[src/rtl/dma_dsc_cache_ctrl.sv]
// Descriptor cache controller: FIFO of descriptors stored in a 4x88 two-stage registered
// micro-RAM, with write port from the fetch engine and read port toward the channel engine.
module dma_dsc_cache_ctrl #(
   parameter int unsigned DATA_W = 88,
   parameter int unsigned DEPTH  = 4,
   parameter int unsigned ADDR_W = 2
) (
   input  logic              CLK,
   input  logic              RESETN,
   input  logic              FLUSH,
   input  logic              WR_VALID,
   output logic              WR_READY,
   input  logic [DATA_W-1:0] WR_DATA,
   output logic              RD_VALID,
   input  logic              RD_READY,
   output logic [DATA_W-1:0] RD_DATA,
   output logic [ADDR_W:0]   COUNT,
   output logic              SRAM_BLK_EN,
   output logic              SRAM_W_EN,
   output logic [ADDR_W-1:0] SRAM_W_ADDR,
   output logic [DATA_W-1:0] SRAM_W_DATA,
   output logic [ADDR_W-1:0] SRAM_R_ADDR,
   output logic              SRAM_R_ADDR_EN,
   output logic              SRAM_R_DATA_EN,
   output logic              SRAM_SRST_N,
   input  logic [DATA_W-1:0] SRAM_R_DATA
);

   typedef enum logic [1:0] {ST_IDLE, ST_ADDR, ST_VALID} t_rd_state;

   localparam logic [ADDR_W:0]   LP_DEPTH   = (ADDR_W+1)'(DEPTH);
   localparam logic [ADDR_W:0]   LP_CNT_ONE = {{ADDR_W{1'b0}}, 1'b1};
   localparam logic [ADDR_W-1:0] LP_PTR_ONE = {{(ADDR_W-1){1'b0}}, 1'b1};

   t_rd_state         r_state;
   t_rd_state         w_state_nxt;
   logic [ADDR_W-1:0] r_wr_ptr;
   logic [ADDR_W-1:0] r_rd_ptr;
   logic [ADDR_W:0]   r_count;
   logic [ADDR_W:0]   w_unfetched;
   logic              w_run;
   logic              w_wr_hs;
   logic              w_rd_hs;
   logic              w_addr_en;
   logic              w_data_en;

   assign w_run    = RESETN & ~FLUSH;
   assign WR_READY = w_run & (r_count < LP_DEPTH);
   assign w_wr_hs  = WR_VALID & WR_READY;
   assign RD_VALID = (r_state == ST_VALID);
   assign w_rd_hs  = RD_VALID & RD_READY;

   // Entries not yet launched into the RAM read pipeline; uses registered COUNT so a
   // read never chases the slot being written this cycle.
   assign w_unfetched = r_count - {{ADDR_W{1'b0}}, (r_state != ST_IDLE)};

   always_comb begin
      w_state_nxt = r_state;
      w_addr_en   = 1'b0;
      w_data_en   = 1'b0;
      case (r_state)
         ST_IDLE: begin
            if (w_unfetched != '0) begin
               w_addr_en   = 1'b1;
               w_state_nxt = ST_ADDR;
            end
         end
         ST_ADDR: begin
            w_data_en   = 1'b1;
            w_state_nxt = ST_VALID;
         end
         ST_VALID: begin
            if (RD_READY) begin
               if (w_unfetched != '0) begin
                  w_addr_en   = 1'b1;
                  w_state_nxt = ST_ADDR;
               end else begin
                  w_state_nxt = ST_IDLE;
               end
            end
         end
         default: w_state_nxt = ST_IDLE;
      endcase
   end

   always_ff @(posedge CLK) begin
      if (!RESETN || FLUSH) begin
         r_state  <= ST_IDLE;
         r_wr_ptr <= '0;
         r_rd_ptr <= '0;
         r_count  <= '0;
      end else begin
         r_state <= w_state_nxt;
         if (w_wr_hs) r_wr_ptr <= r_wr_ptr + LP_PTR_ONE;
         if (w_rd_hs) r_rd_ptr <= r_rd_ptr + LP_PTR_ONE;
         case ({w_wr_hs, w_rd_hs})
            2'b10:   r_count <= r_count + LP_CNT_ONE;
            2'b01:   r_count <= r_count - LP_CNT_ONE;
            default: r_count <= r_count;
         endcase
      end
   end

   // In VALID the next launch targets the slot after the head being consumed.
   assign SRAM_R_ADDR    = (r_state == ST_VALID) ? (r_rd_ptr + LP_PTR_ONE) : r_rd_ptr;
   assign SRAM_R_ADDR_EN = w_run & w_addr_en;
   assign SRAM_R_DATA_EN = w_run & w_data_en;
   assign SRAM_SRST_N    = w_run;
   assign SRAM_BLK_EN    = 1'b1;
   assign SRAM_W_EN      = w_wr_hs;
   assign SRAM_W_ADDR    = r_wr_ptr;
   assign SRAM_W_DATA    = WR_DATA;
   assign RD_DATA        = SRAM_R_DATA;
   assign COUNT          = r_count;

endmodule

[config.mk]
export PLATFORM = sky130hd
export DESIGN_NAME = dma_dsc_cache_ctrl
export DESIGN_NICKNAME = d
export VERILOG_FILES = /design/src/rtl/dma_dsc_cache_ctrl.sv
export SDC_FILE = /design/constraint.sdc
export NUM_CORES = 1
export LEC_CHECK = 0
export BUFFER_PORTS_ARGS = -buffer_cell sky130_fd_sc_hd__buf_2
export CORE_AREA = 2 2 143 145
export CTS_CLUSTER_DIAMETER = 60
export DETAILED_ROUTE_END_ITERATION = 7
export DIE_AREA = 0 0 145 147
export PLACE_DENSITY = 0.36
export REMOVE_ABC_BUFFERS = 1
export SLEW_MARGIN = 20
export SYNTH_ARGS = -nofsm -noshare
export SYNTH_HDL_FRONTEND = slang
export SYNTH_SLANG_ARGS = --single-unit
[constraint.sdc]
create_clock -name CLK -period 5.4 [get_ports CLK]
set_input_delay 1.08 -clock CLK [delete_from_list [all_inputs] [get_ports CLK]]
set_output_delay 1.08 -clock CLK [all_outputs]
set_load 0.03 [all_outputs]
==> run summary, run 1 <==
The global routing met1 resource utilization is 10.23%. The peak supply drop is 0.06436 mV. The number of warnings reported in the yosys synthesis log came out at 0. The I/O pin count is 371. The violation count after the first detailed-routing iteration came out at 64. The share of the clock period used by the worst path after layout came out at 62.96%.

The number of gates resized after CTS was 0. The starting density of the core is 9.155%. The diode insertion count for antenna repair came out at 0.

The number of CTS-inserted buffers came out at 3. The core area is 19840 um2. For the worst-skew pair, the clock arrives at the later sink with an insertion delay of 0.23 ns.

In this run, synthesis inferred 0 flip-flops with an integrated enable. For the pin with the worst max-slew slack, the measured transition is 0.5298 ns. Summing every instance area after synthesis gives 1817 um2. The endpoint identified for the worst register-to-register timing path is COUNT[2]$_SDFFE_PP0P_. Buffers inserted to repair hold after CTS numbered 0. The final routed wire length divided by cell count came out at 57.34 um. STA classifies the critical path endpoint as a primary output. The total count of max-transition violations in the final report came out at 0. Setup repair after global routing left no endpoint under its margin. The final clock skew is 0.0004823 ns. The peak clock frequency supported by timing came out at 0.2941 GHz. The clock transition at the registers of the reported paths is 0.04 ns. The classification of the worst-slack hold path is reg -> reg.

The first global-routing pass estimated 22.18 mm of wire. The number of setup buffers added after CTS came out at 0. The final routed wirelength across all metal layers is 19.78 mm. The run finished with clean final reports. The fraction of final layout cells sized beyond drive strength 1 came out at 29.33%. The async set or reset register ratio after synthesis is 0%. The final total negative setup slack is 0 ns.

The via count of the first global-routing pass is 855. The final net count came out at 260. The register-to-register path setup slack is 3.40 ns. The worst hold path passes through 2 cells. The worst min-delay path endpoint is SRAM_W_ADDR[1]$_SDFFE_PP0P_.

The final worst slack is 2.000 ns. The register area share after synthesis came out at 9.917%. STA classifies the critical path startpoint as an input pin. The weighted congestion at the end of routability-driven global placement came out at 0.8922.

The cell sitting at the root of the clock tree is a sky130_fd_sc_hd__clkbuf_16. From synthesis to final layout, the design area changed by -45.80%. In the global route stage, met2 resource usage came out at 21.95%. The critical path is of the in -> out type. The number of antenna violations at the first check in global routing is 0. The max-slew headroom at the worst pin is 64.68%. The aggregate global routing overflow is 0. In this run the worst setup path begins at FLUSH.

After floorplanning, the core was divided into 52 placement rows. The number of H-tree branching levels is 1. The number of failing setup endpoints in the final timing report is 0. The global routing's busiest layer is met3. The count of max-cap constraint violations came out at 0. The worst-path maximum fanout came out at 13. At the placement stage, the worst setup path has a slack of 1.865 ns.

The data arrival time of the critical path came out at 2.32 ns. The critical path required time came out at 4.32 ns. After detailed routing, the number of remaining DRC violations is 0. The final hold violation count came out at 0. The worst hold path begins at SRAM_W_ADDR[1]$_SDFFE_PP0P_.

The quantity of I/O buffers inserted on ports is 17. The vias after detailed routing came out at 939. The maximum number of pins on one net before global-route repair came out at 14. The height of the chip is 147 um. The tree built by TritonCTS fans out to 9 sinks. The mean instance size in the synthesized netlist came out at 7.831 um2. The floorplan step defined a die boundary enclosing 21320 um2. The longest clock path from root to sink contains 2 buffers. The HPWL after detailed placement is 17.59 mm. The ratio of routed vias to standard cells is 2.722. For this run, the leading register cell type out of synthesis is sky130_fd_sc_hd__dfxtp_1.

The number of cell instances on the worst register-to-register path is 7. The leakage dissipation is 0.0003426 uW. The count of distinct cell types in the synthesized netlist came out at 24. The floorplan step set the die width to 145 um. The final critical-path required period came out at 3.400 ns. Global routing consumed, on the met3 layer, 35.71% of the routing resources.

In this run the critical register-to-register path is launched from COUNT[2]$_SDFFE_PP0P_. Counting flops and latches in the post-synthesis netlist gives 9. Dividing total power by cell area gives a power density of 220.9 nW/um2. The total iterations of the first detailed-routing run is 4.

TritonCTS built the clock tree. For this run, the total global-route usage over all layers was measured as 17.74%. The final antenna-violating net count came out at 0. In the synthesized netlist, the number of instances is 232.
==> final cells by class <==
cell class                 instances  area [um2]
timing repair buffer              17       85.08
multi-input combinational         41       287.8
fill                            2350       18860
tap                              270       337.8
sequential                         9       180.2
inverter                           4       15.01
clock buffer                       4       78.83
==> layer usage <==
metal | vias up | share of wire, %
li1 | 215 | -
met1 | 361 | 20
met3 | 23 | 41
met4 | 10 | 0.53
met2 | 330 | 37
met5 | - | 1.6
==> power by group <==
part           internal (uW)  switching, uW
Clock                   98.5           30.5
Sequential              67.9           1.34
Combinational           6.41           12.8
Total                    173           44.6
==> synth_stat cells, types with 2 or more instances <==
cell | count | area [um2]
sky130_fd_sc_hd__a21oi_1 | 2 | 10.01
sky130_fd_sc_hd__nor2_1 | 8 | 30.03
sky130_fd_sc_hd__nand2_1 | 2 | 7.510
sky130_fd_sc_hd__inv_1 | 4 | 15.01
sky130_fd_sc_hd__nor4_1 | 2 | 12.51
sky130_fd_sc_hd__xnor2_1 | 3 | 26.28
sky130_fd_sc_hd__nand3b_1 | 2 | 15.01
sky130_fd_sc_hd__xor2_1 | 6 | 52.55
sky130_fd_sc_hd__dfxtp_1 | 9 | 180.2
sky130_fd_sc_hd__ha_1 | 2 | 25.02
sky130_fd_sc_hd__buf_4 | 177 | 1329
sky130_fd_sc_hd__nand2b_1 | 3 | 18.77
==> through the flow <==
step | power (uW) | std cells | hold slack [ns] | utilization, % | area, um2
floorplan | 83.14 | 54 | 0.4954 | - | 483.0
global placement | 89.87 | 341 | 0.4962 | 4.565 | 905.9
detailed placement | 89.99 | 341 | 0.5111 | 4.565 | 905.9
CTS | 221.7 | 345 | 0.5245 | 4.962 | 984.7
global route | 226.6 | 345 | 0.5493 | 4.962 | 984.7
finish | 217.5 | 345 | 0.5142 | 4.962 | 984.7
==> registers in the layout, indices dropped and copies added, names as in the netlist <==
name,cells
SRAM_W_ADDR,2
r_rd_ptr,2
COUNT,3
r_state,2
==> critical path, stage by stage <==
cell and delay (ns):
sky130_fd_sc_hd__buf_2 0.09, sky130_fd_sc_hd__nand2b_1 0.37, sky130_fd_sc_hd__nor4_1 0.50, sky130_fd_sc_hd__buf_2 0.28
==> cells by family (layout without fill, tap and decap cells) <==
group                    Yosys count  in the layout  share of synthesized area, %
AO/OA/AOI/OAI                      3              3                        0.8262
buffers and inverters            182             25                         74.24
XOR/XNOR                           9              9                         4.339
flip-flops                         9              9                         9.917
multiplexers                       1              1                        0.5510
AND/OR/NAND/NOR                   24             24                         7.439
other                              1              1                        0.2064
adder cells (fa/ha/maj)            3              3                         2.479
==> placed cells by master (no fill, tap or decap), types with 2 or more instances in the layout <==
cell,instances
sky130_fd_sc_hd__xnor2_1,3
sky130_fd_sc_hd__inv_1,4
sky130_fd_sc_hd__nand3b_1,2
sky130_fd_sc_hd__xor2_1,6
sky130_fd_sc_hd__a21oi_1,2
sky130_fd_sc_hd__buf_2,17
sky130_fd_sc_hd__ha_1,2
sky130_fd_sc_hd__nand2_1,2
sky130_fd_sc_hd__dfxtp_1,9
sky130_fd_sc_hd__clkbuf_16,3
sky130_fd_sc_hd__nor4_1,2
sky130_fd_sc_hd__nand2b_1,3
sky130_fd_sc_hd__nor2_1,8
==> how the worst max path moves through the flow <==
stage	endpoint	slack (ns)	cells past startpoint
after global placement	SRAM_R_ADDR_EN	1.88	4
after detailed placement	SRAM_R_ADDR_EN	1.86	4
after global routing	SRAM_R_ADDR_EN	1.87	4
final	SRAM_R_ADDR_EN	2.00	4
after CTS	SRAM_R_ADDR_EN	1.86	4
after floorplan	SRAM_R_ADDR_EN	1.92	2
Power figures use the tool's default switching activity.
==> run 2: changes to the inputs <==
- CORE_AREA: 2 2 143 145 -> 2 2 146 148
- DIE_AREA: 0 0 145 147 -> 0 0 148 150
- PLACE_DENSITY: 0.36 -> 0.37
- clock period: 5.4 -> 2.9 ns (I/O delays scaled with it)
==> run 2 against run 1 <==
Against the previous run:
- via count is the same
- combinational power grew 95%
- worst setup slack lost 1.5 ns
- wire length grew 3.5%
- design area grew 1.4%
- sequential cell count is the same
- hold slack gained 0.022 ns
- global-route usage shrank 0.32 points
- clock-buffer cell count is the same
- critical path type is now reg -> out
- largest cell class unchanged
==> run summary, run 2 (synthesis results as in run 1) <==
The final total negative setup slack came out at 0 ns. The floorplan step defined a die boundary enclosing 22200 um2. The number of antenna violations at the first check in global routing is 0. Setup repair after global routing left no endpoint under its margin. The weighted congestion at the end of routability-driven global placement came out at 0.8737. The peak supply drop is 0.1884 mV. The chip width came out at 148 um. The via count of the first global-routing pass came out at 775. The core area is 20690 um2. In this run the worst hold path is classified as reg -> reg. The run finished with clean final reports.

The area occupied by registers is 180.2 um2. The post-cts gate resize count is 0. The routed layout has 939 vias. The starting density of the core is 8.781%. The worst setup path is captured at a primary output. In this run, CTS created clock tree buffers numbering 3.

The total iterations of the first detailed-routing run came out at 4. The final hold violation count came out at 0. The ratio of routed vias to standard cells came out at 2.675. The final antenna-violating net count is 0. The clock period could shrink to 2.397 ns. In this run the static leakage power is 0.0003470 uW. The total count of max-transition violations in the final report is 0. The finished cells cover 998.5 um2.

The DRC violation count after routing came out at 0. In this run the worst setup path begins at r_state[0]$_SDFFE_PP0P_. Power spread over the standard cell area amounts to 413.5 nW/um2.

The final worst slack is 0.5030 ns. The placement-stage worst setup slack is 0.5674 ns. The peak clock frequency supported by timing came out at 0.4172 GHz.

In this run the critical register-to-register path is captured at COUNT[2]$_SDFFE_PP0P_. The footprint of the multi-input gates is 287.8 um2. The diode insertion count for antenna repair is 0. The number of setup buffers added after CTS is 0.

The critical path is of the reg -> out type. The cell sitting at the root of the clock tree is a sky130_fd_sc_hd__clkbuf_16. The final clock skew came out at 0.003245 ns. The tool flagged a number of max-cap violations equal to 0. STA classifies the critical path startpoint as a flip-flop. The final routed wirelength across all metal layers is 20.48 mm. The critical path required time is 2.32 ns. The aggregate global routing overflow came out at 0.

In this run the count of I/O pins placed on the die edge is 371. The HPWL after detailed placement is 18.18 mm. Measured along the y axis, the die boundary spans 150 um.

The share of the clock period used by the worst path after layout is 82.66%. The register-to-register path setup slack is 0.82 ns. In this run the deepest clock path goes through 2 buffers. The placed cell area came out at 919.6 um2.

For hold timing, the worst endpoint is r_rd_ptr[1]$_SDFFE_PP0P_. The wire length of the first global-routing pass is 22.22 mm. In this run the most critical hold path is launched from r_rd_ptr[1]$_SDFFE_PP0P_.

The final net count came out at 261. The hold buffer count at cts came out at 0. The layout-stage area growth over the synthesis result is -45.04%.

The number of cells on the worst reg-to-reg path is 7. The fraction of final layout cells sized beyond drive strength 1 is 30.26%. In the final routed layout, each cell accounts on average for 58.34 um.

The TritonCTS sink count came out at 9. The later-pin clock latency in the skew report came out at 0.23 ns. The startpoint identified for the worst register-to-register timing path is COUNT[2]$_SDFFE_PP0P_. Leaving out fill and tap cells, the most frequent cell in the layout is sky130_fd_sc_hd__buf_2. TritonCTS built the clock tree. The worst hold path depth is 2. The quantity of I/O buffers inserted on ports is 17. The maximum number of pins on one net before global-route repair came out at 13. In this run the core area contains 53 standard-cell rows. The clock transition at the registers of the reported paths came out at 0.04 ns.

The data arrival time of the critical path is 1.82 ns. For this run, the total global-route usage over all layers was measured as 17.41%. The library cells used most frequently in the layout, excluding fill and tap cells, are 17 x sky130_fd_sc_hd__buf_2, 9 x sky130_fd_sc_hd__dfxtp_1, 8 x sky130_fd_sc_hd__nor2_1. The first routing iteration left 62 violations. The register with the most flip-flops in the layout has 3 of them.

The number of H-tree branching levels came out at 1. The number of failing setup endpoints in the final timing report is 0. Counting the fill cells in the layout gives 2480. The worst-path maximum fanout came out at 8.
-- run 2: layout make-up --
cell class                      count  area share, %
Clock buffer                        4          7.895
Inverter                            4          1.504
Multi-Input combinational cell     41          28.82
Sequential cell                     9          18.05
Tap cell                          275          34.46
Timing Repair Buffer               18          9.273
-- run 2: stage by stage --
stage	hold slack [ns]	instances	util, %	total power [uW]
2_1_floorplan	0.4954	54	-	154.8
3_3_place_gp	0.5265	347	4.445	168.8
3_5_place_dp	0.5270	347	4.445	169.2
4_1_cts	0.5391	351	4.826	422.2
5_1_grt	0.5879	351	4.826	436.6
6_report	0.5364	351	4.826	412.9
-- run 2: worst max-delay path, cell delays in order, from the launching register on --
cell and delay (ns):
sky130_fd_sc_hd__dfxtp_1 0.35, sky130_fd_sc_hd__or2_2 0.29, sky130_fd_sc_hd__ha_1 0.19, sky130_fd_sc_hd__xor2_1 0.15, sky130_fd_sc_hd__nor3b_1 0.09, sky130_fd_sc_hd__nor4_1 0.27, sky130_fd_sc_hd__buf_2 0.26
-- run 2: power breakdown --
part	total [uW]	switching [uW]	internal [uW]
clock network	246	62.1	184
logic	37.5	24.7	12.8
registers	129	2.84	126
-- run 2: how the worst max path moves through the flow --
stage	cells after the start	slack (ns)	end
floorplan	4	0.28	SRAM_R_ADDR_EN
global placement	9	0.64	COUNT[2]$_SDFFE_PP0P_
detailed placement	9	0.57	COUNT[2]$_SDFFE_PP0P_
CTS	6	0.50	SRAM_R_ADDR_EN
global route	6	0.34	SRAM_R_ADDR_EN
finish	6	0.50	SRAM_R_ADDR_EN
-- run 2: routing by layer --
metal | track usage (%) | share of wire, % | vias up | wire [um]
met5 | 9.545 | 1.2 | - | 248
met4 | 2.571 | 1.3 | 8 | 257
met3 | 33.20 | 39 | 28 | 7982
met2 | 21.13 | 37 | 328 | 7568
met1 | 11.33 | 22 | 357 | 4422
li1 | - | - | 218 | -
==> run 3: changes to the inputs <==
- CORE_AREA: 2 2 146 148 -> 2 2 144 146
- DIE_AREA: 0 0 148 150 -> 0 0 146 148
- PLACE_DENSITY: 0.37 -> 0.36
- clock period: 2.9 -> 2.5 ns (I/O delays scaled with it)
==> run 3 against run 2 <==
Against the previous run:
- clock-buffer cell count down 1
- power up 15%
- register-to-register slack worse by 0.26 ns
- sequential cell count unchanged
- clock skew down 0.00072 ns
- non-clock buffer count up 1
- critical path depth unchanged
- worst setup slack worse by 0.27 ns
- sequential share of layout area about the same
- clock power up 15%
- hold slack worse by 0.0040 ns
- first-iteration DRC count up 24%
- critical path type unchanged
- highest routed layer unchanged
==> run summary, run 3 (synthesis results as in run 1) <==
The floorplan step set the die width to 146 um. Setup slack closes at 0.2332 ns. The root buffer cell is sky130_fd_sc_hd__clkbuf_16.

TritonCTS built the clock tree. After clock tree synthesis, the repair step resized 0 gates. The switching power as a share of total power came out at 21.72%.

The total count of max-transition violations in the final report came out at 0. The number of CTS-inserted buffers is 3. The stage delay of the slowest cell on the critical path is 0.35 ns.

In this run the static leakage power is 0.0003552 uW. The number of setup buffers added after CTS came out at 0. The weighted congestion at the end of routability-driven global placement is 0.8789. The final antenna-violating net count is 0. The power density normalized to cell area is 475.4 nW/um2. The core area came out at 20040 um2. The register with the most flip-flops in the layout has 3 of them. The maximum number of pins on one net before global-route repair came out at 13.

The aggregate global routing overflow is 0. The final critical-path required period is 2.267 ns. In this run the tool buffered the top-level ports with 17 buffer cells.

The critical path required time is 2.00 ns. The later-pin clock latency in the skew report came out at 0.23 ns. The die area is 21610 um2.

The worst-path maximum fanout came out at 8. The internal power is 372.5 uW. The share of the clock period used by the worst path after layout came out at 90.67%. The clock transition at the registers of the reported paths is 0.04 ns.

The clock drives 9 sinks. The power spent charging and discharging nets came out at 103.4 uW. The vias after detailed routing is 955. Traced cell by cell, the critical path runs through or2_2 -> ha_1 -> xor2_1 -> nor3b_1 -> nor4_1 -> buf_2. The data arrival time of the critical path came out at 1.77 ns. The count of buffering cells on the critical path with inverters included is 1. The placement-stage worst setup slack is 0.3121 ns.

Setup repair after global routing left no endpoint under its margin. The count of standard-cell rows came out at 52. The slowest stage cell on the critical path is sky130_fd_sc_hd__dfxtp_1.

The final hold violation count came to 0. The final total negative setup slack is 0 ns. The count of max-cap constraint violations is 0.

In this run, flip-flops and latches consume 31.4% of the power. The layout-stage area growth over the synthesis result came out at -44.90%. The I/O pin count came out at 371. The worst hold path belongs to the class reg -> reg. The DRC violation count after routing is 0. The hold buffer count at cts came out at 0. The kind of start point of the critical path is a flip-flop. The number of H-tree branching levels came out at 1. Static timing analysis puts the maximum clock frequency at 0.4412 GHz. The number of antenna violations at the first check in global routing was 0. The library cell used most frequently in the layout, excluding fill and tap cells, is sky130_fd_sc_hd__buf_2. The starting density of the core came out at 9.066%. The repair_antennas step left the layout with diodes totalling 0.

The worst setup path is captured at a primary output. Cells with a size suffix above 1 make up 32.47% of the layout. The final routed wirelength across all metal layers came out at 20.59 mm.

The number of failing setup endpoints in the final timing report is 0. The final HPWL from detailed placement is 18.36 mm. The cell class contributing the biggest share of worst-path delay is simple AND/OR/NAND/NOR gates. The via count of the first global-routing pass is 805. The final net count is 262. Per report_power, the combinational group accounts for 9.1% of the total. The run finished with clean final reports. The wire length of the first global-routing pass came out at 22.74 mm. The critical path is of the reg -> out type. No sink is reached through more buffers than the 2 on the longest clock path. After the first detailed-routing iteration, the DRC count stood at 77.

The clock group share of total power is 59.5%. The final clock skew is 0.002526 ns. In the layout the commonest cells are 17 x sky130_fd_sc_hd__buf_2, 9 x sky130_fd_sc_hd__dfxtp_1, 8 x sky130_fd_sc_hd__nor2_1. IR analysis of the VDD net gives a maximum drop of 0.2115 mV.

The total iterations of the first detailed-routing run is 4. In the routed layout, each cell is associated on average with a via count of 2.752. The height of the chip is 148 um. The global router's overall resource usage came out at 18.10%. The final routed wire length divided by cell count is 59.33 um.
==> run 3: cell types whose count changed in the layout (fill, tap and decap cells not counted), sizes merged <==
cell | before | now
clkbuf | 4 | 3
clkinv | 0 | 1
buf | 18 | 19
==> run 3: layout make-up <==
class | instances | area, um2
Multi-Input combinational cell | 41 | 287.8
Clock inverter | 1 | 5.005
Timing Repair Buffer | 19 | 100.1
Sequential cell | 9 | 180.2
Fill cell | 2426 | 19040
Tap cell | 270 | 337.8
Clock buffer | 3 | 75.07
Inverter | 4 | 15.01
==> run 3: per-layer routing <==
metal  GRT usage (%)  wire (um)
met1           10.72       4162
met2           22.08       7577
met3           35.68       8237
met4           2.767        289
met5           12.05        322
==> run 3: power by group through the flow <==
stage | combinational, uW | clock, uW | sequential (uW)
6_report | 43.1 | 283 | 149
3_5_place_dp | 44.4 | 0 | 152
3_3_place_gp | 44.5 | 0 | 152
2_1_floorplan | 25.0 | 0 | 155
4_1_cts | 44.7 | 292 | 149
5_1_grt | 47.5 | 301 | 150
==> run 3: through the flow <==
step,total power (uW),utilization (%),instances,hold WS [ns],cell area [um2]
2_1_floorplan,179.6,-,54,0.4954,483.0
3_3_place_gp,196.2,4.595,343,0.4927,920.9
3_5_place_dp,196.3,4.595,343,0.5216,920.9
4_1_cts,486.3,4.995,347,0.5321,1001
5_1_grt,498.1,4.995,347,0.5732,1001
6_report,475.9,4.995,347,0.5324,1001
==> run 3: worst reg2reg max path: cells and delay by family (launching register included) <==
family	cells	cell delay (ns)
compound gates	1	0.15
xor+xnor	1	0.14
fa+ha+maj	2	0.60
buf+inv	1	0.07
flops	1	0.42
simple gates	2	0.48
==> run 3: final timing paths <==
path | from | to | slack, ns | cells past startpoint
min reg2reg | SRAM_W_ADDR[1]$_SDFFE_PP0P_ | SRAM_W_ADDR[1]$_SDFFE_PP0P_ | 0.53 | 2
max reg2reg | r_state[0]$_SDFFE_PP0P_ | COUNT[2]$_SDFFE_PP0P_ | 0.56 | 7
min | SRAM_W_ADDR[1]$_SDFFE_PP0P_ | SRAM_W_ADDR[1]$_SDFFE_PP0P_ | 0.53 | 2
max | r_state[0]$_SDFFE_PP0P_ | SRAM_R_ADDR_EN | 0.23 | 6
